`src/rtl/bus_responder_if.sv`:
```
// Request/ack handshake plus the shared 2-bit data bus between the masters
// and the responder.
interface bus_responder_if #(
  parameter int N_MASTERS = 4
) ();
  logic [N_MASTERS-1:0] req;
  logic [1:0]           bus_data;
  logic [N_MASTERS-1:0] ack;

  modport master (output req, output bus_data, input ack);
  modport slave  (input req, input bus_data, output ack);
endinterface

```
`src/rtl/bus_responder.sv`:
```
// Round-robin responder: grants one master per tenure with a one-hot ack and
// captures every beat it drives into a tagged first-word-fall-through FIFO.
module bus_responder #(
  parameter int N_MASTERS = 4,
  parameter int DEPTH     = 8,
  parameter int MAX_BEATS = 4,
  parameter int ID_W      = $clog2(N_MASTERS)
) (
  input  logic                   clk,
  input  logic                   reset,
  bus_responder_if.slave         bus,
  input  logic                   rd_en,
  output logic [1:0]             rd_data,
  output logic [ID_W-1:0]        rd_id,
  output logic                   empty,
  output logic                   full,
  output logic [$clog2(DEPTH):0] count
);
  localparam int AW = $clog2(DEPTH);
  localparam int CW = AW + 1;
  localparam int BW = $clog2(MAX_BEATS + 1);

  typedef enum logic [1:0] {IDLE = 2'd0, GRANT = 2'd1, DRAIN = 2'd2} state_t;

  state_t               state, state_next;
  logic [ID_W-1:0]      owner, owner_next, rr_ptr, rr_next;
  logic [BW-1:0]        beat_cnt, beat_next;
  logic [CW-1:0]        credits, count_next;
  logic [N_MASTERS-1:0] ack, ack_next;
  logic                 grant, drive_q, push, pop, has_credit;
  logic [ID_W:0]        pick;
  logic [ID_W+1:0]      mem [DEPTH];
  logic [ID_W+1:0]      head;
  logic [AW-1:0]        wr_ptr, rd_ptr;

  // First requesting master after rr_ptr (wrapping); MSB flags a hit.
  function automatic logic [ID_W:0] pick_first(input logic [N_MASTERS-1:0] r,
                                               input logic [ID_W-1:0] p);
    logic [ID_W:0] res;
    int k;
    res = '0;
    for (int i = N_MASTERS; i >= 1; i--) begin
      k = (int'(p) + i) % N_MASTERS;
      if (r[k[ID_W-1:0]]) begin
        res = {1'b1, k[ID_W-1:0]};
      end
    end
    return res;
  endfunction

  assign pick       = pick_first(bus.req, rr_ptr);
  assign has_credit = (credits != CW'(0));
  assign push       = drive_q;
  assign pop        = rd_en && !empty;
  assign bus.ack    = ack;
  assign head       = mem[rd_ptr];
  assign rd_data    = head[1:0];
  assign rd_id      = head[ID_W+1:2];

  // FSM state, grant register, capture pipeline and credit counter.
  always_ff @(posedge clk or posedge reset) begin
    if (reset) begin
      state    <= IDLE;
      owner    <= '0;
      rr_ptr   <= ID_W'(N_MASTERS - 1);
      beat_cnt <= '0;
      ack      <= '0;
      drive_q  <= 1'b0;
      credits  <= CW'(DEPTH);
    end else begin
      state    <= state_next;
      owner    <= owner_next;
      rr_ptr   <= rr_next;
      beat_cnt <= beat_next;
      ack      <= ack_next;
      drive_q  <= |ack;
      case ({grant, pop})
        2'b10:   credits <= credits - CW'(1);
        2'b01:   credits <= credits + CW'(1);
        default: credits <= credits;
      endcase
    end
  end

  // Next-state logic; grant means ack stays or goes high for the next cycle.
  always_comb begin
    state_next = state;
    owner_next = owner;
    rr_next    = rr_ptr;
    beat_next  = beat_cnt;
    grant      = 1'b0;
    case (state)
      IDLE: begin
        if (pick[ID_W] && has_credit) begin
          owner_next = pick[ID_W-1:0];
          beat_next  = BW'(1);
          grant      = 1'b1;
          state_next = GRANT;
        end else begin
          state_next = IDLE;
        end
      end
      GRANT: begin
        if (bus.req[owner] && (beat_cnt < BW'(MAX_BEATS)) && has_credit) begin
          beat_next = beat_cnt + BW'(1);
          grant     = 1'b1;
        end else begin
          state_next = DRAIN;
        end
      end
      // Bus turnaround: the last beat lands at this edge, no new grant.
      DRAIN: begin
        rr_next    = owner;
        state_next = IDLE;
      end
      default: begin
        state_next = IDLE;
      end
    endcase
  end

  // Output decode: one-hot ack for the cycle after the edge.
  always_comb begin
    ack_next = '0;
    if (grant) begin
      ack_next[owner_next] = 1'b1;
    end else begin
      ack_next = '0;
    end
  end

  // FIFO storage and pointers; credits guarantee a push never meets a full FIFO.
  always_ff @(posedge clk or posedge reset) begin
    if (reset) begin
      wr_ptr <= '0;
      rd_ptr <= '0;
      for (int i = 0; i < DEPTH; i++) begin
        mem[i] <= '0;
      end
    end else begin
      if (push) begin
        mem[wr_ptr] <= {owner, bus.bus_data};
        wr_ptr      <= wr_ptr + AW'(1);
      end
      if (pop) begin
        rd_ptr <= rd_ptr + AW'(1);
      end
    end
  end

  // Occupancy for the next cycle.
  always_comb begin
    case ({push, pop})
      2'b10:   count_next = count + CW'(1);
      2'b01:   count_next = count - CW'(1);
      default: count_next = count;
    endcase
  end

  // Registered occupancy flags, derived from the same next value.
  always_ff @(posedge clk or posedge reset) begin
    if (reset) begin
      count <= '0;
      empty <= 1'b1;
      full  <= 1'b0;
    end else begin
      count <= count_next;
      empty <= (count_next == CW'(0));
      full  <= (count_next == CW'(DEPTH));
    end
  end
endmodule

```
`src/flat_wrapper.sv`:
```
// flat-port wrapper written by rule: the top's interface ports become plain ports
module bus_responder_flat 
#(
  parameter int N_MASTERS = 4,
  parameter int DEPTH     = 8,
  parameter int MAX_BEATS = 4,
  parameter int ID_W      = $clog2(N_MASTERS)
)
  (clk, reset, rd_en, rd_data, rd_id, empty, full, count, bus_req, bus_bus_data, bus_ack);
  bus_responder_if #(.N_MASTERS(N_MASTERS)) bus_i ();
  input  logic clk;
  input  logic reset;
  input  logic rd_en;
  output logic [1:0] rd_data;
  output logic [ID_W-1:0] rd_id;
  output logic empty;
  output logic full;
  output logic [$clog2(DEPTH):0] count;
  input wire logic [$bits(bus_i.req)-1:0] bus_req;
  input wire logic [$bits(bus_i.bus_data)-1:0] bus_bus_data;
  output wire logic [$bits(bus_i.ack)-1:0] bus_ack;
  assign bus_i.req = bus_req;
  assign bus_i.bus_data = bus_bus_data;
  assign bus_ack = bus_i.ack;
  bus_responder #(.N_MASTERS(N_MASTERS), .DEPTH(DEPTH), .MAX_BEATS(MAX_BEATS), .ID_W(ID_W)) u_core (.clk(clk), .reset(reset), .bus(bus_i), .rd_en(rd_en), .rd_data(rd_data), .rd_id(rd_id), .empty(empty), .full(full), .count(count));
endmodule
```
`config.mk`:
```
export PLATFORM = sky130hd
export DESIGN_NAME = bus_responder_flat
export DESIGN_NICKNAME = d
export VERILOG_FILES = /design/src/rtl/bus_responder_if.sv /design/src/rtl/bus_responder.sv /design/src/flat_wrapper.sv
export SDC_FILE = /design/constraint.sdc
export NUM_CORES = 1
export LEC_CHECK = 0
export ABC_AREA = 0
export ABC_CLOCK_PERIOD_IN_PS = 3100
export CAP_MARGIN = 20
export CORE_ASPECT_RATIO = 0.75
export CORE_MARGIN = 3
export CORE_UTILIZATION = 58
export DETAILED_ROUTE_END_ITERATION = 8
export HOLD_SLACK_MARGIN = 0.08
export PLACE_DENSITY = 0.79
export SLEW_MARGIN = 25
export SYNTH_ARGS = -nofsm -noshare
export SYNTH_HDL_FRONTEND = slang
export SYNTH_SLANG_ARGS = --single-unit
```
`constraint.sdc`:
```
create_clock -name clk -period 3.1 [get_ports clk]
set_input_delay 0.465 -clock clk [delete_from_list [all_inputs] [get_ports clk]]
set_output_delay 0.465 -clock clk [all_outputs]
set_load 0.05 [all_outputs]
```
==> flow_summary.toml <==
[final_layout]
register_area_sq_um = 1560
nFillCells = 322
final_cell_mix = "dfrtp_1 (58), mux2_2 (31), clkdlybuf4s50_1 (22)"
nNetsFinal = 271
multi_input_area_sq_um = 1440
n_antenna_cell = 0
final_common_cell = "dfrtp_1"
utilization = 0.736
area_growth_pct = 19.7
drive_above_1_share = 0.309
design_area_sq_um = 3670

[detailed_routing]
drtPass1Iterations = 4
drtIter0Drc = 97
routedWlPerCell_um = 17.4
avgViaCountPerCell = 5.69
via_count = 1865
totalWireLength_um = 5700
ant_nets = 0
drc = 0

[clock_tree]
cts_setup_buffers = 0
clk_latency_ns = 0.34
postCtsHoldBufs = 0
cts_tree = "built"
clk_path_buf_depth = 2
cts_sinks = 62
cts_root_buf = "clkbuf_8"
clk_pin_slew_ns = 0.07
cts_max_level = 3
cts_resized = 0
cts_made_buffers = 9

[place]
numPortBuffers = 22
placed_area_sq_um = 3410
place_congestion = 0.808
dp_hpwl_um = 3850
preCtsSetupSlack_ns = 0.0582

[global_route]
track_usage = 0.204
antenna_found_initial = 0
grt_max_degree = 35
grt_overflow_total = 0
grt_pass1_wl_um = 9410
grt_pass1_vias = 1817

[worst_setup_path]
reg2reg_from = "u_core.credits[1]"
start_kind = "register"
max_stage_delay_ns = 0.71
rr_worst_depth = 10
cp_slowest_cell = "clkdlybuf4s50_1"
crit_fanout = 8
cp.arrival_ns = 2.51
worst_setup_path_end_kind = "primary output"
crit_chain = "buf_12 > mux4_2 > mux2_2 > clkdlybuf4s50_1"
r2r_slack_ns = 0.54
required_ns = 2.63
r2r_end = "u_core.credits[3]"
worstSetupPathType = "register to primary output"

[yosys]
ys_seq_area_frac = 0.508
synth_fp_nets = 239
ys_seq_elements = 62
syn-cell-area_sq_um = 3060
syn_avg_cell_area_sq_um = 14.0
synth_cell_type_count = 44
synth_edf_count = 0
syn_inst = 219
postSynth.asyncResetShare = 1.00
yosys_most_used_dff = "dfrtp_1"
yosys_warnings = 0

[floorplan]
start_util = 0.615
ios = 23
die_w_um = 89.9
die_y_um = 68.9
rows = 22
core_area_sq_um = 4980
dieArea_sq_um = 6200

[sta]
setup_viol = 0
drv_slew = 0
rsz0062_at_grt = "no"
hold_viol = 0
slew_headroom = 0.445
fin_crit_sh = 0.960
skew_ns = 0.0112
tightest_slew_ns = 0.827
max_freq_mhz = 336
finalSetupTns_ns = 0
setup_slack_ns = 0.123
finalCriticalPeriod_ns = 2.98

[job]
maxCapViolCount = 0

[status]
status = "complete, no violations"

[hold_path]
min_from = "u_core.bus.ack[2]"
hp-class = "register to register"
min_path_cells = 1
hold_end = "u_core.drive_q"
[Yosys cell counts (2+ instances only)]
| cell type | n | area share |
|---|---|---|
| dfrtp_1 | 58 | 0.47 |
| mux2_2 | 31 | 0.11 |
| mux2_1 | 11 | 0.040 |
| ha_1 | 9 | 0.037 |
| mux4_2 | 9 | 0.066 |
| inv_1 | 8 | 0.0098 |
| mux2i_1 | 8 | 0.026 |
| xnor2_1 | 8 | 0.023 |
| nand2_1 | 7 | 0.0086 |
| nand2b_1 | 7 | 0.014 |
| nor2_1 | 6 | 0.0074 |
| clkbuf_1 | 5 | 0.0061 |
| dfstp_2 | 4 | 0.034 |
| a21oi_1 | 3 | 0.0049 |
| nand4b_1 | 3 | 0.0086 |
| a211oi_1 | 2 | 0.0049 |
| a21o_1 | 2 | 0.0049 |
| and2_1 | 2 | 0.0041 |
| and4b_1 | 2 | 0.0065 |
| buf_2 | 2 | 0.0033 |
| fa_1 | 2 | 0.013 |
| inv_2 | 2 | 0.0025 |
| nand3b_1 | 2 | 0.0049 |
| nor2b_1 | 2 | 0.0041 |
| nor3b_2 | 2 | 0.0082 |
| nor4_4 | 2 | 0.014 |
| or4_1 | 2 | 0.0049 |
| xor2_1 | 2 | 0.0057 |
[flip-flops by register name, indices dropped and copies added, names as in the netlist]
signal	count
u_core.wr_ptr	3
u_core.drive_q	1
u_core.mem	32
u_core.beat_cnt	3
u_core.state	2
u_core.empty	1
u_core.count	4
u_core.credits	4
u_core.bus.ack	4
u_core.full	1
u_core.owner	2
u_core.rr_ptr	2
u_core.rd_ptr	3
[cells by family after synthesis]
group	after synthesis	share of synthesized area
AOI/OAI and AO/OA	16	0.0396
xor gates and xnor gates	10	0.0286
adders and majority gates	11	0.0499
buffers and inverters	17	0.0217
DFF	62	0.508
muxes	59	0.247
and+or+nand+nor	44	0.105
[cell type report]
type,instances,share of cell area
clock buffers,14,0.0526
clock inverters,2,0.0164
inverters,10,0.0102
multi-input cells,140,0.392
flip-flops and latches,62,0.425
well taps,72,0.0246
repair buffers,28,0.0792
[worst max-delay path by stage]
stage	from	to	slack (ns)	cells past startpoint
2_1_floorplan	bus_req[3]	u_core.credits[3]	0.57	9
3_3_place_gp	bus_req[2]	u_core.credits[3]	0.14	10
3_5_place_dp	bus_req[2]	u_core.credits[3]	0.06	10
4_1_cts	u_core.rd_ptr[0]	rd_id[1]	0.11	4
5_1_grt	u_core.rd_ptr[0]	rd_data[1]	0.08	4
6_report	u_core.rd_ptr[0]	rd_id[1]	0.12	4
[metal layers]
layer,vias up,track usage,wire length [um]
li1,862,-,-
met1,945,0.276,2690
met2,49,0.322,2600
met3,9,0.0597,330
met4,0,0.0687,77
met5,-,0,0
[through the flow]
stage	std cells	hold slack, ns
2_1_floorplan	219	0.452
3_3_place_gp	312	0.456
3_5_place_dp	312	0.452
4_1_cts	328	0.478
5_1_grt	328	0.511
6_report	328	0.472
[critical path: cells and delay by family (launching register included)]
family,cells,cell delay (ns)
buffers and inverters,2,0.89
muxes,2,0.79
DFF,1,0.49
Power is left out: the tool's default activity adds up to more than one toggle a clock period on the data nets, which glitch-free logic cannot reach.
